### src/rtl/ls_pkg.sv
// ls_pkg: shared FSM states and Local Storage geometry for the copy/fill engine.
package ls_pkg;
    typedef enum logic [2:0] {IDLE, CHECK, READ, WRITE, FINISH} state_t;
    localparam int LS_WORDS   = 4096;
    localparam int WORD_BYTES = 4;
endpackage

### src/rtl/ls_addr_gen.sv
// ls_addr_gen: read/write word pointers and remaining-word counter for one job.
module ls_addr_gen
    import ls_pkg::*;
#(
    parameter int WIDTH = 32,
    parameter int CNTW  = 13
) (
    input  logic             clk,
    input  logic             reset,
    input  logic             i_load,
    input  logic             i_step,
    input  logic             i_dir,
    input  logic [WIDTH-1:0] i_src,
    input  logic [WIDTH-1:0] i_dst,
    input  logic [CNTW-1:0]  i_count,
    output logic [WIDTH-1:0] o_rd_ptr,
    output logic [WIDTH-1:0] o_wr_ptr,
    output logic             o_last
);
    logic [WIDTH-1:0] r_rd, r_wr;
    logic [CNTW-1:0]  r_rem;
    logic             r_dir;
    logic [WIDTH-1:0] w_off, w_step;

    // Descending jobs start on the last word of each range.
    assign w_off  = WIDTH'({i_count - CNTW'(1), 2'b00});
    assign w_step = WIDTH'(WORD_BYTES);

    always_ff @(posedge clk) begin
        if (reset) begin
            r_rd  <= '0;
            r_wr  <= '0;
            r_rem <= '0;
            r_dir <= 1'b0;
        end else if (i_load) begin
            r_dir <= i_dir;
            r_rd  <= i_dir ? i_src + w_off : i_src;
            r_wr  <= i_dir ? i_dst + w_off : i_dst;
            r_rem <= i_count;
        end else if (i_step) begin
            r_rd  <= r_dir ? r_rd - w_step : r_rd + w_step;
            r_wr  <= r_dir ? r_wr - w_step : r_wr + w_step;
            r_rem <= r_rem - CNTW'(1);
        end
    end

    assign o_rd_ptr = r_rd;
    assign o_wr_ptr = r_wr;
    assign o_last   = r_rem == CNTW'(1);
endmodule

### src/rtl/ls_copy_engine.sv
// ls_copy_engine: Local Storage copy/fill initiator on the single-port exmemory bus.
// Moore FSM; memory strobes decode directly from the state register.
module ls_copy_engine
    import ls_pkg::*;
#(
    parameter int WIDTH = 32,
    parameter int CNTW  = 13
) (
    input  logic             clk,
    input  logic             reset,
    input  logic             start,
    input  logic             fill,
    input  logic [WIDTH-1:0] src,
    input  logic [WIDTH-1:0] dst,
    input  logic [CNTW-1:0]  count,
    input  logic [WIDTH-1:0] pattern,
    output logic             memread,
    output logic             memwrite,
    output logic [WIDTH-1:0] adr,
    output logic [WIDTH-1:0] writedata,
    input  logic [WIDTH-1:0] memdata,
    output logic             busy,
    output logic             done,
    output logic             err,
    output logic [CNTW-1:0]  words_done
);
    localparam int XW = WIDTH + CNTW + 2;

    state_t           r_state, w_next;
    logic             r_fill, r_err;
    logic [WIDTH-1:0] r_src, r_dst, r_pattern;
    logic [CNTW-1:0]  r_count, r_words;
    logic [XW-1:0]    w_s, w_d, w_e;
    logic             w_bad, w_desc, w_load, w_last;
    logic [WIDTH-1:0] w_rd_ptr, w_wr_ptr;

    // Overlap test is widened so src + 4*count can never wrap.
    assign w_s    = XW'(r_src);
    assign w_d    = XW'(r_dst);
    assign w_e    = w_s + XW'({r_count, 2'b00});
    assign w_bad  = (!r_fill && r_src[1:0] != 2'b00) || r_dst[1:0] != 2'b00 || r_count > CNTW'(LS_WORDS);
    assign w_desc = !r_fill && w_s < w_d && w_d < w_e;
    assign w_load = r_state == CHECK && !w_bad && r_count != '0;

    ls_addr_gen #(.WIDTH(WIDTH), .CNTW(CNTW)) u_addr_gen (
        .clk      (clk),
        .reset    (reset),
        .i_load   (w_load),
        .i_step   (r_state == WRITE),
        .i_dir    (w_desc),
        .i_src    (r_src),
        .i_dst    (r_dst),
        .i_count  (r_count),
        .o_rd_ptr (w_rd_ptr),
        .o_wr_ptr (w_wr_ptr),
        .o_last   (w_last)
    );

    always_comb begin
        w_next = r_state;
        case (r_state)
            IDLE:    w_next = start ? CHECK : IDLE;
            CHECK:   w_next = (w_bad || r_count == '0) ? FINISH : r_fill ? WRITE : READ;
            READ:    w_next = WRITE;
            WRITE:   w_next = w_last ? FINISH : r_fill ? WRITE : READ;
            FINISH:  w_next = IDLE;
            default: w_next = IDLE;
        endcase
    end

    always_ff @(posedge clk) begin
        if (reset) begin
            r_state   <= IDLE;
            r_fill    <= 1'b0;
            r_err     <= 1'b0;
            r_src     <= '0;
            r_dst     <= '0;
            r_pattern <= '0;
            r_count   <= '0;
            r_words   <= '0;
        end else begin
            r_state <= w_next;
            if (r_state == IDLE && start) begin
                r_fill    <= fill;
                r_src     <= src;
                r_dst     <= dst;
                r_count   <= count;
                r_pattern <= pattern;
                r_words   <= '0;
                r_err     <= 1'b0;
            end
            if (r_state == CHECK) r_err <= w_bad;
            if (r_state == WRITE) r_words <= r_words + CNTW'(1);
        end
    end

    assign memread    = r_state == READ;
    assign memwrite   = r_state == WRITE;
    assign adr        = memread ? w_rd_ptr : memwrite ? w_wr_ptr : '0;
    assign writedata  = memwrite ? (r_fill ? r_pattern : memdata) : '0;
    assign busy       = r_state == CHECK || r_state == READ || r_state == WRITE;
    assign done       = r_state == FINISH;
    assign err        = done && r_err;
    assign words_done = r_words;
endmodule

### config.mk
export PLATFORM = sky130hd
export DESIGN_NAME = ls_copy_engine
export DESIGN_NICKNAME = d
export VERILOG_FILES = /design/src/rtl/ls_pkg.sv /design/src/rtl/ls_addr_gen.sv /design/src/rtl/ls_copy_engine.sv
export SDC_FILE = /design/constraint.sdc
export NUM_CORES = 1
export LEC_CHECK = 0
export ABC_AREA = 1
export CAP_MARGIN = 20
export CELL_PAD_IN_SITES_DETAIL_PLACEMENT = 1
export CELL_PAD_IN_SITES_GLOBAL_PLACEMENT = 2
export CORE_UTILIZATION = 33
export DETAILED_ROUTE_END_ITERATION = 7
export HOLD_SLACK_MARGIN = 0.05
export PLACE_DENSITY = 0.92
export RECOVER_POWER = 100
export SYNTH_ARGS = -nofsm -noshare
export SYNTH_HDL_FRONTEND = slang
export SYNTH_HIERARCHICAL = 1
export SYNTH_SLANG_ARGS = --single-unit
### constraint.sdc
create_clock -name clk -period 10 [get_ports clk]
set_clock_uncertainty 0.15 [all_clocks]
set_input_delay 1 -clock clk [delete_from_list [all_inputs] [get_ports clk]]
set_output_delay 1 -clock clk [all_outputs]
set_load 0.02 [all_outputs]
# After elaboration in Yosys (flattened, before gate mapping)
# Index checks and enable logic that the tools add are counted.
word_totals:
  regBits: 205
  in_bits: 145
  output_inout_bits: 82
  elab_cells: 75
op_classes:
  n_addsub: 10
  magnitude_cmp: 3
  n_eq_ne: 5
  mux: 23
  n_reduce_logical: 22
ops:
  columns: ["op", "count"]
  rows:
  - ["32-bit 2-to-1 mux", 12]
  - ["32-bit by 15-bit adder with 32-bit output", 2]
  - ["32-bit by 3-bit adder with 32-bit output (second input constant)", 2]
  - ["32-bit by 3-bit subtractor with 32-bit output (second input constant)", 2]
  - ["13-bit 2-to-1 mux", 4]
  - ["32-bit by 15-bit adder with 33-bit output", 1]
  - ["32-bit by 33-bit less-than comparator with 1-bit output", 1]
  - ["32-bit less-than comparator", 1]
  - ["13-bit by 1-bit subtractor with 13-bit output (second input constant)", 2]
  - ["13-bit by 1-bit adder with 13-bit output (second input constant)", 1]
  - ["13-bit by 1-bit equality test with 1-bit output (second input constant)", 1]
  - ["13-bit greater-than comparator (second input constant)", 1]
  - ["13-bit zero test", 1]
  - ["13-bit nonzero test", 1]
  - ["3-bit case mux with 4 select lines", 1]
  - ["2-bit nonzero test", 5]
  - ["1-bit logical AND", 7]
  - ["3-bit by 2-bit equality test with 1-bit output (second input constant)", 2]
  - ["3-bit 2-to-1 mux", 2]
  - ["1-bit logical OR", 5]
  - ["1-bit 2-to-1 mux", 4]
  - ["3-bit by 1-bit equality test with 1-bit output (second input constant)", 1]
  - ["3-bit equality test (second input constant)", 1]
  - ["3-bit zero test", 1]
  - ["1-bit zero test", 2]

# Longest topological paths before layout
# Gate-level depths: netlist (run 1).
depth:
  depth_word: 8
  mapped_depth: 33
  depth_no_buf: 32

# Modules after synthesis
# Netlist (run 1), hierarchy kept.
modules_own_cells:
  columns: ["mod", "n_inst", "cells_each", "area_each_um2", "seq_area_each_um2"]
  rows:
  - ["ls_addr_gen", 1, 2044, 10955.5, 1561.5]
  - ["ls_copy_engine", 1, 1202, 8120.3, 2542.4]

# Worst setup path before layout (run 1)
# No wires, ideal clock.
synth_timing:
  path_type: "flip-flop to flip-flop"
  start: "register r_src[2]"
  end: "register u_addr_gen.r_wr[28] (netlist: u_addr_gen/o_wr_ptr[28])"
  setup_ns: 0.109
  arrival_ns: 3.512
  required_ns: 9.741
  setup_slack_ns: 6.229
  path_stages_with_launch: 28
  n_path_buf: 2
  path_cell_list: "dfxtp_1 -> ha_1 -> fa_1 -> nand2_1 -> nand3_2 -> nand3_1 -> nand3_1 -> a31oi_1 -> xor2_1 -> ha_1 -> a21oi_1 -> nor2_1 -> nor2_1 -> nand2_1 -> nor2_1 -> nand3_1 -> nand2_1 -> nand2_1 -> nand3_1 -> nand2_1 -> nor2_2 -> buf_2 -> buf_1 -> nand4_1 -> nand3_1 -> nand3_1 -> nand2_1 -> inv_1"
synth_via:
  elab_chain_len: 5
synth_rtl:
  columns: ["item", "line_no", "text"]
  rows:
  - ["start, declared", "ls_copy_engine.sv:31", "logic [WIDTH-1:0] r_src, r_dst, r_pattern;"]
  - ["start signal, assigned", "ls_copy_engine.sv:85", "r_src <= src;"]
  - ["32-bit by 15-bit adder with 33-bit output / 32-bit less-than comparator (equally long branches)", "ls_copy_engine.sv:40, ls_copy_engine.sv:42", null]
  - ["32-bit by 33-bit less-than comparator with 1-bit output / 1-bit logical AND (equally long branches)", "ls_copy_engine.sv:42", "assign w_desc = !r_fill && w_s < w_d && w_d < w_e;"]
  - ["1-bit logical AND (*)", "ls_copy_engine.sv:42", null]
  - ["net w_desc", "ls_copy_engine.sv:34", "logic w_bad, w_desc, w_load, w_last;"]
  - ["32-bit 2-to-1 mux (*)", "ls_addr_gen.sv:38", "r_wr <= i_dir ? i_dst + w_off : i_dst;"]
  - ["32-bit 2-to-1 mux (*)", "ls_addr_gen.sv:35", "end else if (i_load) begin"]
  - ["end signal, assigned", "ls_addr_gen.sv:38", null]
  - ["end signal, assigned", "ls_addr_gen.sv:42", "r_wr <= r_dir ? r_wr - w_step : r_wr + w_step;"]
  - ["end, declared", "ls_addr_gen.sv:20", "logic [WIDTH-1:0] r_rd, r_wr;"]
# The timed path passes the listed nets; every way through them passes the cells marked *.
# A chain may end at the register's enable or synchronous reset.

# Worst setup path after layout (run 1)
layout_timing:
  start: "input port start"
  end: "register r_words[4] (netlist: words_done[4])"
layout_via:
  elab_chain_len: 2
layout_rtl:
  columns: ["item", "line_no", "text"]
  rows:
  - ["start, declared", "ls_copy_engine.sv:11", "input logic start,"]
  - ["1-bit logical AND", "ls_copy_engine.sv:83", "if (r_state == IDLE && start) begin"]
  - ["2-bit nonzero test (no line)", null, null]
  - ["end signal, assigned", "ls_copy_engine.sv:93", "if (r_state == WRITE) r_words <= r_words + CNTW'(1);"]
  - ["end, declared", "ls_copy_engine.sv:32", "logic [CNTW-1:0] r_count, r_words;"]
# Every way passes these cells.

==> impl_summary.txt, run 1 <==
----------------------------------------------------
[GRT]
  Pin count of the biggest net entering global routing ... 103
  Initial antenna violation count ... 3
  Total routing resource utilization after global routing ... 0.2576
  Vias in the first global route ... 21330
  Total global routing overflow ... 0
  First-pass GRT wire length ... 120.2 mm

[Power and ir drop]
  Share of total power in sequential cells ... 0.306
  Psw ... 1590 uW
  Proportion of total power due to net switching ... 0.4338
  Share of total power in combinational logic ... 0.422
  Overall power of the completed layout ... 3665 uW
  Power share of the clock group ... 0.272
  Areal power density over the cells ... 160.4 mW/mm^2
  Cell internal power dissipation ... 2075 uW
  Max IR drop VDD ... 0.0001216 V
  Leakage power of the design ... 0.01136 uW

[Worst setup path]
  Worst endpoint required time ... 10120 ps
  Reg2reg path depth ... 7
  Terminus of the critical flop-to-flop path ... words_done[4]
  Kind of start point of the critical path ... input port
  Cell-by-cell trace of the critical path ... dlygate4sd3_1, nand3_1, clkinv_1, clkbuf_1, nor2_1, nand2_1, a221oi_1
  Reg2reg setup slack ... 3400 ps
  Category of the worst setup path capture point ... flop
  Data arrival time of the worst path ... 7150 ps
  Worst r2r src ... r_state[1]
  Largest stage delay on the critical path ... 2630 ps
  Start-to-end type of the worst setup path ... input port to flop
  Critical-path top delay cell ... clkbuf_1
  Largest driver fanout on the critical path ... 76

[Die]
  Area of the core ... 0.05671 mm^2
  Initial Util ... 0.3364
  Die X ... 242.4 um
  Number of primary I/O pins ... 227
  Std cell rows ... 87
  Full die area ... 0.05877 mm^2
  Die Y ... 242.4 um

[Detailed routing]
  Total DRC errors in the routed layout ... 0
  Final WL ... 77.02 mm
  DRT iter0 DRCs ... 898
  Detailed-routing iteration count for the pre-antenna-repair pass ... 5
  Total via count after detailed routing ... 21180
  Wire length per cell ... 18.34 um
  Number of vias per cell ... 5.044
  Number of nets still failing antenna checks after routing ... 0

[Timing]
  Setup repair after global routing missed its margin ... false
  Crit path time final ... 7024 ps
  Portion of the clock cycle consumed by the worst path in the final layout ... 0.7024
  Final total negative setup slack ... 0 ps
  Remaining max-slew budget at the tightest pin ... -1.490
  Hold violation count in the final report ... 0
  Total setup violations reported at the end of the flow ... 0
  Max-slew violation count ... 459
  Slew at the pin closest to its max-slew limit ... 3735 ps
  F_max ... 0.1424 GHz

[Clock tree]
  Clk slew on worst S/H paths ... 60 ps
  Post-CTS Hold Fix Bufs ... 0
  Worst-skew pair later-pin latency ... 560 ps
  Post CTS Setup Buffer Count ... 0
  TritonCTS clock tree ... yes
  Largest buffer count on any clock path ... 3
  CTS Buf Count ... 27
  H-tree depth ... 1
  Sinks on the clock net ... 205
  Cell at the root of the clock tree ... clkbuf_16
  Post-cts gate resize count ... 0

[Synth]
  Proportion of register bits with asynchronous set or reset after synthesis ... 0
  Number of synthesized flops with an enable pin ... 0
  Register bit total from synthesis ... 205
  Post-synthesis compound-gate area fraction ... 0.1501
  Mux cell area share after synthesis ... 0
  Mean Syn Cell Area ... 5.877 um^2
  Top_reg_cell synth ... dfxtp_1
  Simple-gate share of the synthesized area ... 0.3831
  Largest family of logic cells by synthesized area ... simple AND/OR/NAND/NOR gates
  Adder and majority cell fraction of the synthesized area ... 0.1122
  Synth top cells by count ... nand2_1 (958), inv_1 (460), nor2_1 (420), dfxtp_1 (205), o21ai_0 (200)
  Parity-gate share of the synthesized area counting xor and xnor cells ... 0.02525
  Mapped cell area ... 0.01908 mm^2
  Synthesized Nets ... 3559
  Number of distinct library cells after synthesis ... 59
  Sequential element share of the synthesized area ... 0.2151
  Area share of the largest cell type after synthesis ... 0.2151
  Number of warning messages in the yosys log ... 6
  Gate count after technology mapping ... 3246
  Post-synthesis cell type with the largest combined area ... dfxtp_1
  Leading post-synthesis cells by cell area ... dfxtp_1 (22%), nand2_1 (19%), ha_1 (11%)
  Cell with the most instances after synthesis ... nand2_1

[Worst hold path]
  Worst Hold Path EP ... r_pattern[16]
  Worst min path class ... flop to flop
  Number of cells on the worst hold path ... 2
  Origin of the worst min-delay path ... r_pattern[16]

[Finish]
  Area Overhead vs Synth ... 19.77%
  Multi-input gate area ... 0.01278 mm^2
  Number of filler cells placed in the layout ... 7677
  Sequential cell area in the final layout ... 0.004105 mm^2
  NumNets Final ... 3737
  Share of final-layout standard cells stronger than drive strength 1 ... 0.03892

[Outcome]
  Violated checks ... capacitance limit, slew limit
  Result of the run ... finished with violations

[Placed design]
  Routability Congestion ... 0.9223
  Placed wire-length estimate ... 61.14 mm
  PortBufs ... 226

[Flow run]
  Total of max-cap violations ... 8

----------------------------------------------------
-- sequential cells by signal (all words and copies together), names as in the netlist --
signal	count
r_count	13
r_dst	32
r_err	1
r_fill	1
r_pattern	32
r_src	32
r_state	3
u_addr_gen/o_rd_ptr	32
u_addr_gen/o_wr_ptr	32
u_addr_gen/r_dir	1
u_addr_gen/r_rem	13
words_done	13
-- critical path, delay by kind of cell --
family,cells,cell delay (ps)
compound gates,1,100
buf+inv,3,3420
simple gates,3,2590
-- cell usage in the layout, fill, tap and decap left out, types with 8 or more instances in the layout --
cell type        netlist  layout
nand2_1              958     959
inv_1                460     459
nor2_1               420     421
dfxtp_1              205     204
o21ai_0              200     201
a21oi_1              189     189
nand3_1              176     178
ha_1                 163     163
clkdlybuf4s50_1        0     144
dlygate4sd3_1          0      81
nand4_1               46      46
nor3_1                35      36
a22o_1                32      32
xnor2_1               28      28
xor2_1                27      27
clkbuf_16              0      27
nand2_2               24      23
nor2_2                17      16
a31oi_1               16      16
nand3b_1              15      15
clkbuf_1              50      15
o211ai_1              12      12
or2_2                 11      11
o21bai_1              10      10
buf_4                  4      10
inv_2                  9       9
and2_1                 8       8
or2_1                  8       8
-- metrics by stage --
step                instance area [um^2]  hold slack (ps)    util  setup slack, ps  cells
floorplan                          19080            304.9       -             6229   3246
global placement                   22010            311.6  0.3882             5024   4150
detailed placement                 22030            321.2  0.3884             4896   4151
CTS                                22910            334.9  0.4040             4871   4199
global route                       22840            351.6  0.4028             2290   4199
finish                             22850            328.6  0.4029             2976   4200
-- worst max-delay path by stage --
stage	endpoint	depth (start not counted)	from	slack [ps]
after CTS	u_addr_gen/o_wr_ptr[8]	27	r_src[2]	4870
final	words_done[4]	7	start	2980
after global routing	words_done[10]	7	start	2290
after floorplan	u_addr_gen/o_wr_ptr[28]	27	r_src[2]	6230
after global placement	u_addr_gen/o_wr_ptr[8]	27	r_src[2]	5020
after detailed placement	u_addr_gen/o_wr_ptr[8]	27	r_src[2]	4900
-- power by group through the flow --
stage | Sequential (uW) | Clock (uW) | Combinational (uW)
floorplan | 1060 | 0 | 1090
global placement | 1130 | 0 | 1510
detailed placement | 1140 | 0 | 1540
CTS | 1120 | 1020 | 1550
global route | 1140 | 1060 | 1750
finish | 1120 | 995 | 1550
-- layout make-up --
class                      instances  share of cell area
clock buffer                      40             0.03434
timing repair buffer             244              0.1034
tap                              756             0.04140
sequential                       205              0.1797
antenna                            1           0.0001095
inverter                         471             0.07744
clock inverter                     8            0.004326
multi-input combinational       2475              0.5593
-- per-layer routing --
metal	GRT usage	vias up	wire length (um)
met1	0.3318	9987	35510
li1	-	10760	-
met4	0.06552	4	1886
met3	0.03678	85	3273
met5	0	-	31
met2	0.4468	351	36320
-- logic make-up (layout without fill, tap and decap cells) --
kind of cell	after synthesis	in the layout
adders and majority gates	168	168
AOI/OAI and AO/OA	507	507
xor gates and xnor gates	55	55
other	0	1
and+or+nand+nor	1745	1745
DFF	205	205
buffers and inverters	566	763
(Power assumes the default switching activity.)
==> inputs of run 2 (changes only) <==
--- a/config.mk
+++ b/config.mk
@@ -9,10 +9,10 @@
 export CAP_MARGIN = 20
 export CELL_PAD_IN_SITES_DETAIL_PLACEMENT = 1
 export CELL_PAD_IN_SITES_GLOBAL_PLACEMENT = 2
-export CORE_UTILIZATION = 33
+export CORE_UTILIZATION = 30
 export DETAILED_ROUTE_END_ITERATION = 7
 export HOLD_SLACK_MARGIN = 0.05
-export PLACE_DENSITY = 0.92
+export PLACE_DENSITY = 0.85
 export RECOVER_POWER = 100
 export SYNTH_ARGS = -nofsm -noshare
 export SYNTH_HDL_FRONTEND = slang
==> constraint.sdc (replaced) <==
create_clock -name clk -period 6.6 [get_ports clk]
set_clock_uncertainty 0.15 [all_clocks]
set_input_delay 0.66 -clock clk [delete_from_list [all_inputs] [get_ports clk]]
set_output_delay 0.66 -clock clk [all_outputs]
set_load 0.02 [all_outputs]
==> run 2 against run 1 <==
Compared with the run above:
- the flow still finishes with violations (capacitance limit, slew limit)
- core utilization is 3.8 points lower
- non-clock buffer count is 1 higher
- flip-flop and latch count did not move
- combinational power grew 52%
- worst setup slack lost 2000 ps
- routed wire length increased by 3.0%
- clock power rose by 50%
- count of clock-buffer cells in the layout shrank 1
- hold slack better by 1.4 ps
- total power is 51% higher
- die area is 9.9% higher
- critical endpoint is now adr[8]
- largest cell class unchanged
==> impl_summary.txt, run 2 (synthesis gave the netlist of run 1 again) <==
----------------------------------------------------
[Outcome]
  Result of the run ... finished with violations
  Violated checks ... capacitance limit, slew limit

[Power and ir drop]
  Max IR drop VDD ... 0.0002003 V (+65%)
  Share of total power in sequential cells ... 0.305 (about the same)
  Psw ... 2426 uW (+53%)
  Areal power density over the cells ... 241.7 mW/mm^2 (+51%)
  Power share of the clock group ... 0.269 (-0.003)
  Cell internal power dissipation ... 3124 uW (+51%)
  Proportion of total power due to net switching ... 0.4371 (+0.003296)
  Leakage power of the design ... 0.01136 uW (about the same)
  Share of total power in combinational logic ... 0.426 (+0.004)

[Timing]
  Hold violation count in the final report ... 0 (unchanged)
  Setup repair after global routing missed its margin ... false
  Remaining max-slew budget at the tightest pin ... -1.378 (+0.1117)
  F_max ... 0.1788 GHz
  Min setup slack post-route ... 1007 ps (-1969 ps)
  Slew at the pin closest to its max-slew limit ... 3567 ps (-167.6 ps)
  Crit path time final ... 5593 ps
  Total setup violations reported at the end of the flow ... 0 (unchanged)
  Portion of the clock cycle consumed by the worst path in the final layout ... 0.8474
  Final total negative setup slack ... 0 ps (unchanged)
  Max-slew violation count ... 309 (-33%)

[Finish]
  Sequential cell area in the final layout ... 0.004105 mm^2 (unchanged)
  NumNets Final ... 3739 (+0.054%)
  Area Overhead vs Synth ... 20.37%
  Multi-input gate area ... 0.01278 mm^2 (unchanged)
  Number of filler cells placed in the layout ... 8400 (+9.4%)
  Most common cell after layout, fill and taps aside ... nand2_1
  Share of final-layout standard cells stronger than drive strength 1 ... 0.03922 (+0.0003018)
  Post-layout instance area ... 0.02296 mm^2 (+0.50%)
  Most frequent cells in the layout ... nand2_1 (958), inv_1 (460), nor2_1 (424), dfxtp_1 (204), o21ai_0 (200)

[Detailed routing]
  Detailed-routing iteration count for the pre-antenna-repair pass ... 5 (unchanged)
  DRT iter0 DRCs ... 843 (-6.1%)
  Total DRC errors in the routed layout ... 0 (unchanged)
  Number of vias per cell ... 4.939 (-2.1%)
  Wire length per cell ... 18.50 um (+0.89%)
  Final WL ... 79.35 mm (+3.0%)
  Number of nets still failing antenna checks after routing ... 0 (unchanged)
  Total via count after detailed routing ... 21180 (unchanged)

[Worst setup path]
  Start-to-end type of the worst setup path ... flop to output pin
  Kind of start point of the critical path ... flop
  Data arrival time of the worst path ... 4780 ps (-2370 ps)
  Category of the worst setup path capture point ... output pin
  Worst endpoint required time ... 5790 ps (-4330 ps)
  Largest driver fanout on the critical path ... 39 (-49%)
  Worst r2r src ... r_count[1]
  Crit path from ... r_state[2]

[Die]
  Die X ... 254.2 um (+4.8%)
  Initial Util ... 0.3030 (-0.03340)
  Die Y ... 254.2 um (+4.8%)
  Std cell rows ... 92 (+5.7%)
  Area of the core ... 0.06297 mm^2 (+11%)
  Number of primary I/O pins ... 227 (unchanged)
  Full die area ... 0.06460 mm^2 (+9.9%)

[Clock tree]
  CTS Buf Count ... 28 (+3.7%)
  H-tree depth ... 1 (unchanged)
  Sinks on the clock net ... 205 (unchanged)
  Post-CTS Hold Fix Bufs ... 0 (unchanged)
  Worst-skew pair later-pin latency ... 570 ps (about the same)
  TritonCTS clock tree ... yes
  Cell at the root of the clock tree ... clkbuf_16
  Largest buffer count on any clock path ... 3 (unchanged)
  Clk slew on worst S/H paths ... 60 ps (about the same)
  Post CTS Setup Buffer Count ... 0 (unchanged)
  Post-cts gate resize count ... 0 (unchanged)

[GRT]
  Vias in the first global route ... 21660 (+1.6%)
  Total routing resource utilization after global routing ... 0.2462 (-0.01140)
  Total global routing overflow ... 0 (unchanged)
  First-pass GRT wire length ... 123.7 mm (+3.0%)
  Initial antenna violation count ... 5 (+2)
  Pin count of the biggest net entering global routing ... 85 (-17%)

[Placed design]
  Setup slack at placement ... 1691 ps (-3205 ps)
  Routability Congestion ... 0.9304 (+0.88%)
  PortBufs ... 226 (unchanged)
  Placed Instance Area ... 0.02216 mm^2 (+0.60%)
  Placed wire-length estimate ... 63.16 mm (+3.3%)

[Worst hold path]
  Origin of the worst min-delay path ... r_pattern[18]
  Worst min path class ... flop to flop

[Flow run]
  Total of max-cap violations ... 6 (-2)

----------------------------------------------------
[run 2: cell count changes in the layout (fill, tap and decap cells not counted), sizes merged]
cell / before / now
clkdlybuf4s50: 144 / 148
dlygate4sd3: 81 / 77
buf: 11 / 9
clkbuf: 48 / 50
bufinv: 2 / 1
clkinv: 5 / 4
clkinvlp: 3 / 4
[run 2: area by class of cell]
cell class / count / share of cell area
Timing Repair Buffer: 245 / 0.1029
Sequential cell: 205 / 0.1788
Tap cell: 846 / 0.04610
Clock buffer: 39 / 0.03542
Multi-Input combinational cell: 2475 / 0.5565
Inverter: 471 / 0.07705
Antenna cell: 1 / 0.0001090
Clock inverter: 7 / 0.003052
[run 2: layer usage]
layer / global-route usage / routed length (um)
met1: 0.3205 / 37080
met2: 0.4283 / 37180
met3: 0.03419 / 3387
met4: 0.05404 / 1684
met5: 0 / 25
[run 2: final timing paths]
check / end / slack (ps) / depth (start not counted)
max: adr[8] / 1010 / 7
min: r_pattern[18] / 330 / 2
min reg2reg: r_pattern[18] / 330 / 2
max reg2reg: u_addr_gen/o_wr_ptr[8] / 1110 / 12
[run 2: power by group through the flow]
stage	clock, uW	combinational [uW]	sequential, uW
after CTS	1540	2380	1690
after global routing	1590	2660	1720
final	1490	2360	1690
after floorplan	0	1650	1600
after detailed placement	0	2360	1720
after global placement	0	2330	1710
[run 2: worst max-delay path, cell delays in order, from the launching register on]
cell           delay [ps]
dfxtp_1               350
inv_1                 130
nand2_1               130
nor2_4                110
clkbuf_1             1460
clkbuf_2              980
a22o_1                340
dlygate4sd3_1         700
[run 2: per-stage QoR]
step	util	total power, uW	hold WS, ps	cells
after global routing	0.3646	5970	354.7	4288
after detailed placement	0.3520	4079	321.6	4242
after floorplan	-	3246	304.9	3246
after global placement	0.3515	4038	311.9	4241
after CTS	0.3660	5608	335.2	4288
final	0.3647	5550	330.1	4289
